File: src/rtl/serial_comparator_32.sv
// Multicycle signed 32-bit comparator. Walks the operands two bits per cycle,
// MSB first, and stops at the first differing slice.
module serial_comparator_32 (
  input  logic        clock,
  input  logic        reset,
  input  logic        ctrl_start,
  input  logic [31:0] data_operandA,
  input  logic [31:0] data_operandB,
  output logic        busy,
  output logic        data_resultRDY,
  output logic        isNotEqual,
  output logic        isLessThan
);

  typedef enum logic [1:0] {StIdle, StBusy, StDone} state_e;

  state_e      state_q, state_d;
  logic [31:0] a_q, a_d, b_q, b_d;
  logic        eq_q, eq_d, gt_q, gt_d;
  logic [3:0]  cnt_q, cnt_d;
  logic        ne_q, ne_d, lt_q, lt_d;

  logic [1:0]  slice_a, slice_b;
  logic        eq_n, gt_n, last, accept;

  assign accept  = ctrl_start & (state_q != StBusy);
  assign slice_a = a_q[{cnt_q, 1'b0} +: 2];
  assign slice_b = b_q[{cnt_q, 1'b0} +: 2];
  assign eq_n    = (slice_a == slice_b) & eq_q & ~gt_q;
  assign gt_n    = ((slice_a > slice_b) & eq_q & ~gt_q) | (~eq_q & gt_q);
  assign last    = ~eq_n | (cnt_q == 4'd0);

  // State register
  always_ff @(posedge clock or posedge reset) begin
    if (reset) begin
      state_q <= StIdle;
    end else begin
      state_q <= state_d;
    end
  end

  // Next-state logic
  always_comb begin
    state_d = state_q;
    unique case (state_q)
      StIdle:  state_d = ctrl_start ? StBusy : StIdle;
      StBusy:  state_d = last ? StDone : StBusy;
      StDone:  state_d = ctrl_start ? StBusy : StIdle;
      default: state_d = StIdle;
    endcase
  end

  // Output logic
  always_comb begin
    busy           = (state_q == StBusy);
    data_resultRDY = (state_q == StDone);
    isNotEqual     = ne_q;
    isLessThan     = lt_q;
  end

  // Datapath next state
  always_comb begin
    a_d   = a_q;
    b_d   = b_q;
    eq_d  = eq_q;
    gt_d  = gt_q;
    cnt_d = cnt_q;
    ne_d  = ne_q;
    lt_d  = lt_q;
    if (accept) begin
      // Flipping both sign bits lets the unsigned cascade produce signed order.
      a_d   = {~data_operandA[31], data_operandA[30:0]};
      b_d   = {~data_operandB[31], data_operandB[30:0]};
      eq_d  = 1'b1;
      gt_d  = 1'b0;
      cnt_d = 4'd15;
    end else if (state_q == StBusy) begin
      eq_d = eq_n;
      gt_d = gt_n;
      if (last) begin
        ne_d = ~eq_n;
        lt_d = ~eq_n & ~gt_n;
      end else begin
        cnt_d = cnt_q - 4'd1;
      end
    end
  end

  always_ff @(posedge clock or posedge reset) begin
    if (reset) begin
      a_q   <= 32'd0;
      b_q   <= 32'd0;
      eq_q  <= 1'b1;
      gt_q  <= 1'b0;
      cnt_q <= 4'd0;
      ne_q  <= 1'b0;
      lt_q  <= 1'b0;
    end else begin
      a_q   <= a_d;
      b_q   <= b_d;
      eq_q  <= eq_d;
      gt_q  <= gt_d;
      cnt_q <= cnt_d;
      ne_q  <= ne_d;
      lt_q  <= lt_d;
    end
  end

endmodule

File: config.mk
export PLATFORM = sky130hd
export DESIGN_NAME = serial_comparator_32
export DESIGN_NICKNAME = d
export VERILOG_FILES = /design/src/rtl/serial_comparator_32.sv
export SDC_FILE = /design/constraint.sdc
export NUM_CORES = 1
export LEC_CHECK = 0
export BUFFER_PORTS_ARGS = -buffer_cell sky130_fd_sc_hd__buf_2
export CORE_ASPECT_RATIO = 2
export CORE_MARGIN = 2
export CORE_UTILIZATION = 49
export CTS_CLUSTER_DIAMETER = 60
export CTS_CLUSTER_SIZE = 24
export DETAILED_ROUTE_END_ITERATION = 16
export GPL_TIMING_DRIVEN = 0
export PLACE_DENSITY = 0.75
export SLEW_MARGIN = 30
export SYNTH_ARGS = -nofsm -noshare
export SYNTH_HDL_FRONTEND = slang
export SYNTH_SLANG_ARGS = --single-unit
File: constraint.sdc
create_clock -name clock -period 2.4 [get_ports clock]
set_input_delay 0.48 -clock clock [delete_from_list [all_inputs] [get_ports clock]]
set_output_delay 0.48 -clock clock [all_outputs]
set_load 0.02 [all_outputs]
==> impl_metrics.json <==
{
  "max-clock-path-buffers": 2,
  "fp-row-count": 43,
  "dp_hpwl_um": 5570,
  "clk-insertion-delay-late_ps": 340,
  "synth_edf_count": 0,
  "yosys_most_used_dff": "dfrtp_1",
  "critPathArrivalTime_ps": 2870,
  "period_minus_slack_ps": 2600,
  "antenna_found_initial": 0,
  "fillCellCount": 573,
  "ant_nets": 0,
  "cts.sinks": 74,
  "synth-seq-area-share_pct": 53.6,
  "skew_ps": 6.10,
  "viasPerCell": 5.42,
  "drt_pre_antenna_iters": 4,
  "synth_fp_nets": 302,
  "report.final.slew_viol_count": 0,
  "worstPathMaxFanout": 5,
  "path_clk_slew_ps": 60,
  "area_growth_pct": 26.4,
  "outcome": "complete, but fails checks",
  "rr_startpoint": "cnt_q[0]$_DFFE_PP0P_",
  "max_freq_mhz": 385,
  "reg2reg_slack_ps": -200,
  "timing.hold.ws_ps": 145,
  "gp_congestion": 0.838,
  "grt_max_degree": 44,
  "required_ps": 2670,
  "fin_crit_sh_pct": 108,
  "drt_iter0_drc": 82,
  "routed-via-count": 2253,
  "reg2reg_depth": 10,
  "ctsHoldBuffers": 0,
  "hold_violations": 0,
  "power_uw": 5120,
  "synth_cells": 232,
  "die_y_um": 123,
  "pre_cts_ws_ps": -414,
  "setup_slack_ps": -196,
  "grt_pass1_wl_um": 12300,
  "p_leak_uw": 0.00201,
  "r2r-end": "cnt_q[3]$_DFFE_PP0P_",
  "synth.avg_cell_area_um2": 14.9,
  "hp-class": "input port to asynchronous set/reset pin",
  "setup_viol": 6,
  "syn_area_um2": 3460,
  "rsz0062_at_grt": "true",
  "cap_violations": 0,
  "nNetsFinal": 391,
  "die_width_um": 63.4,
  "wl_per_cell_um": 18.6,
  "track_usage_pct": 21.8,
  "postLayoutCellArea_um2": 4370,
  "initial_core_util_pct": 50.2,
  "drc_errors": 0,
  "wl_um": 7730,
  "cts_buffers": 9,
  "dieArea_um2": 7790,
  "async_flop_share_pct": 100,
  "power_density_nw_per_um2": 1170,
  "worst_pin_slew_ps": 726,
  "globalRouteOverflowTotal": 0,
  "numPortBuffers": 70,
  "synth_cell_type_count": 30,
  "diodes": 0,
  "yosysWarnings": 0,
  "ys_ff_latch": 74,
  "cts-htree-levels": 3,
  "cp-start-kind": "register",
  "cts_tree": "done",
  "violations": "negative setup slack",
  "root_buffer": "clkbuf_16",
  "path_class": "register to register",
  "drive_above_1_share_pct": 59.8,
  "ir_drop_mv": 0.757,
  "slew_headroom_pct": 51.5,
  "place_area_um2": 3950,
  "ios": 71,
  "core_um2": 6890,
  "grt_pass1_vias": 2452,
  "endpoint_kind": "register"
}
flip-flops by register name, indices dropped and copies added, names as in the netlist:
signal / cells
gt_q: 1
eq_q: 1
isLessThan: 1
cnt_q: 4
state_q: 2
a_q: 32
isNotEqual: 1
b_q: 32
layer usage:
| metal | global-route usage [%] | up-vias | part of all wire, % |
|---|---|---|---|
| li1 | - | 1039 | - |
| met3 | 5.77 | 16 | 4.0 |
| met5 | 0 | - | 0 |
| met1 | 21.8 | 1136 | 35 |
| met2 | 40.9 | 62 | 58 |
| met4 | 10.7 | 0 | 3.0 |
logic make-up after synthesis:
kind of cell / Yosys count / share of synthesized area [%]
buffers and inverters: 21 / 4.23
AO/OA/AOI/OAI: 16 / 3.00
multiplexers: 80 / 32.5
flip-flops: 74 / 53.6
adder cells (fa/ha/maj): 3 / 1.09
AND/OR/NAND/NOR: 38 / 5.64
final cells by class:
| type | instances | area (µm²) | share of cell area, % |
|---|---|---|---|
| Sequential cell | 74 | 1850 | 42.4 |
| Inverter | 6 | 25.0 | 0.572 |
| Clock buffer | 14 | 274 | 6.26 |
| Clock inverter | 2 | 10.0 | 0.229 |
| Tap cell | 90 | 113 | 2.57 |
| Multi-Input combinational cell | 137 | 1530 | 34.9 |
| Buffer | 15 | 126 | 2.89 |
| Timing Repair Buffer | 78 | 448 | 10.2 |
stage by stage:
stage | instances | utilization, % | setup TNS, ps
after global placement | 392 | 57.0 | -56440
final | 416 | 63.5 | -592
after CTS | 416 | 63.1 | -517
after global routing | 416 | 63.5 | -1170
after detailed placement | 393 | 57.3 | -1980
after floorplan | 232 | - | -37.6
layout by cell type, fill, tap and decap left out, drive strengths merged, types with 2 or more instances in the layout:
| cell | n |
|---|---|
| ha | 3 |
| dfrtp | 73 |
| mux4 | 16 |
| nand2 | 14 |
| a22oi | 5 |
| mux2i | 2 |
| nor2b | 5 |
| inv | 6 |
| nand3 | 8 |
| mux2 | 62 |
| clkinv | 2 |
| clkbuf | 14 |
| buf | 92 |
| o21ai | 7 |
| and3 | 2 |
| nor2 | 2 |
cell usage after synthesis (2+ instances only):
| cell | n | area, µm² |
|---|---|---|
| dfrtp_1 | 73 | 1830 |
| mux2i_1 | 2 | 20.0 |
| nor2_1 | 2 | 7.51 |
| mux4_1 | 12 | 315 |
| o21ai_0 | 7 | 35.0 |
| buf_2 | 8 | 40.0 |
| buf_6 | 5 | 56.3 |
| nor2b_1 | 5 | 31.3 |
| mux4_2 | 4 | 90.1 |
| mux2_2 | 62 | 698 |
| inv_1 | 6 | 22.5 |
| a22oi_1 | 5 | 37.5 |
| nand2_1 | 14 | 52.6 |
| and3_1 | 2 | 12.5 |
| ha_1 | 3 | 37.5 |
| nand3_1 | 8 | 40.0 |
worst max-delay path by stage:
stage,start,endpoint,slack [ps],cells after the start
after global placement,reset,b_q[28]$_DFFE_PP0P_,-760,2
after CTS,cnt_q[0]$_DFFE_PP0P_,cnt_q[3]$_DFFE_PP0P_,-210,10
after detailed placement,cnt_q[0]$_DFFE_PP0P_,cnt_q[1]$_DFFE_PP0P_,-410,10
final,cnt_q[0]$_DFFE_PP0P_,cnt_q[3]$_DFFE_PP0P_,-200,10
after floorplan,cnt_q[0]$_DFFE_PP0P_,cnt_q[3]$_DFFE_PP0P_,-40,10
after global routing,cnt_q[0]$_DFFE_PP0P_,cnt_q[3]$_DFFE_PP0P_,-290,10
repair_timing:
item	4_1_cts	5_1_grt
buffers inserted	6	0
hold endpoints to repair	0	0
cloned	1	0
gates resized for setup	16	9
endpoints found under the setup margin	8	10
pin swaps	9	3
where the power goes:
| group | switching (µW) | internal (µW) |
|---|---|---|
| Combinational | 732 | 1080 |
| Sequential | 265 | 1770 |
| Clock | 487 | 781 |
| Total | 1480 | 3630 |
critical path, stage by stage (launching register included):
cell and delay, ps:
dfrtp_1 340, buf_6 130, buf_12 130, mux4_2 530, a22oi_2 230, nand3_2 120
ha_4 290, and4b_1 230, nand2_2 70, or4_1 390, nand3_1 80
(Power assumes the default switching activity.)
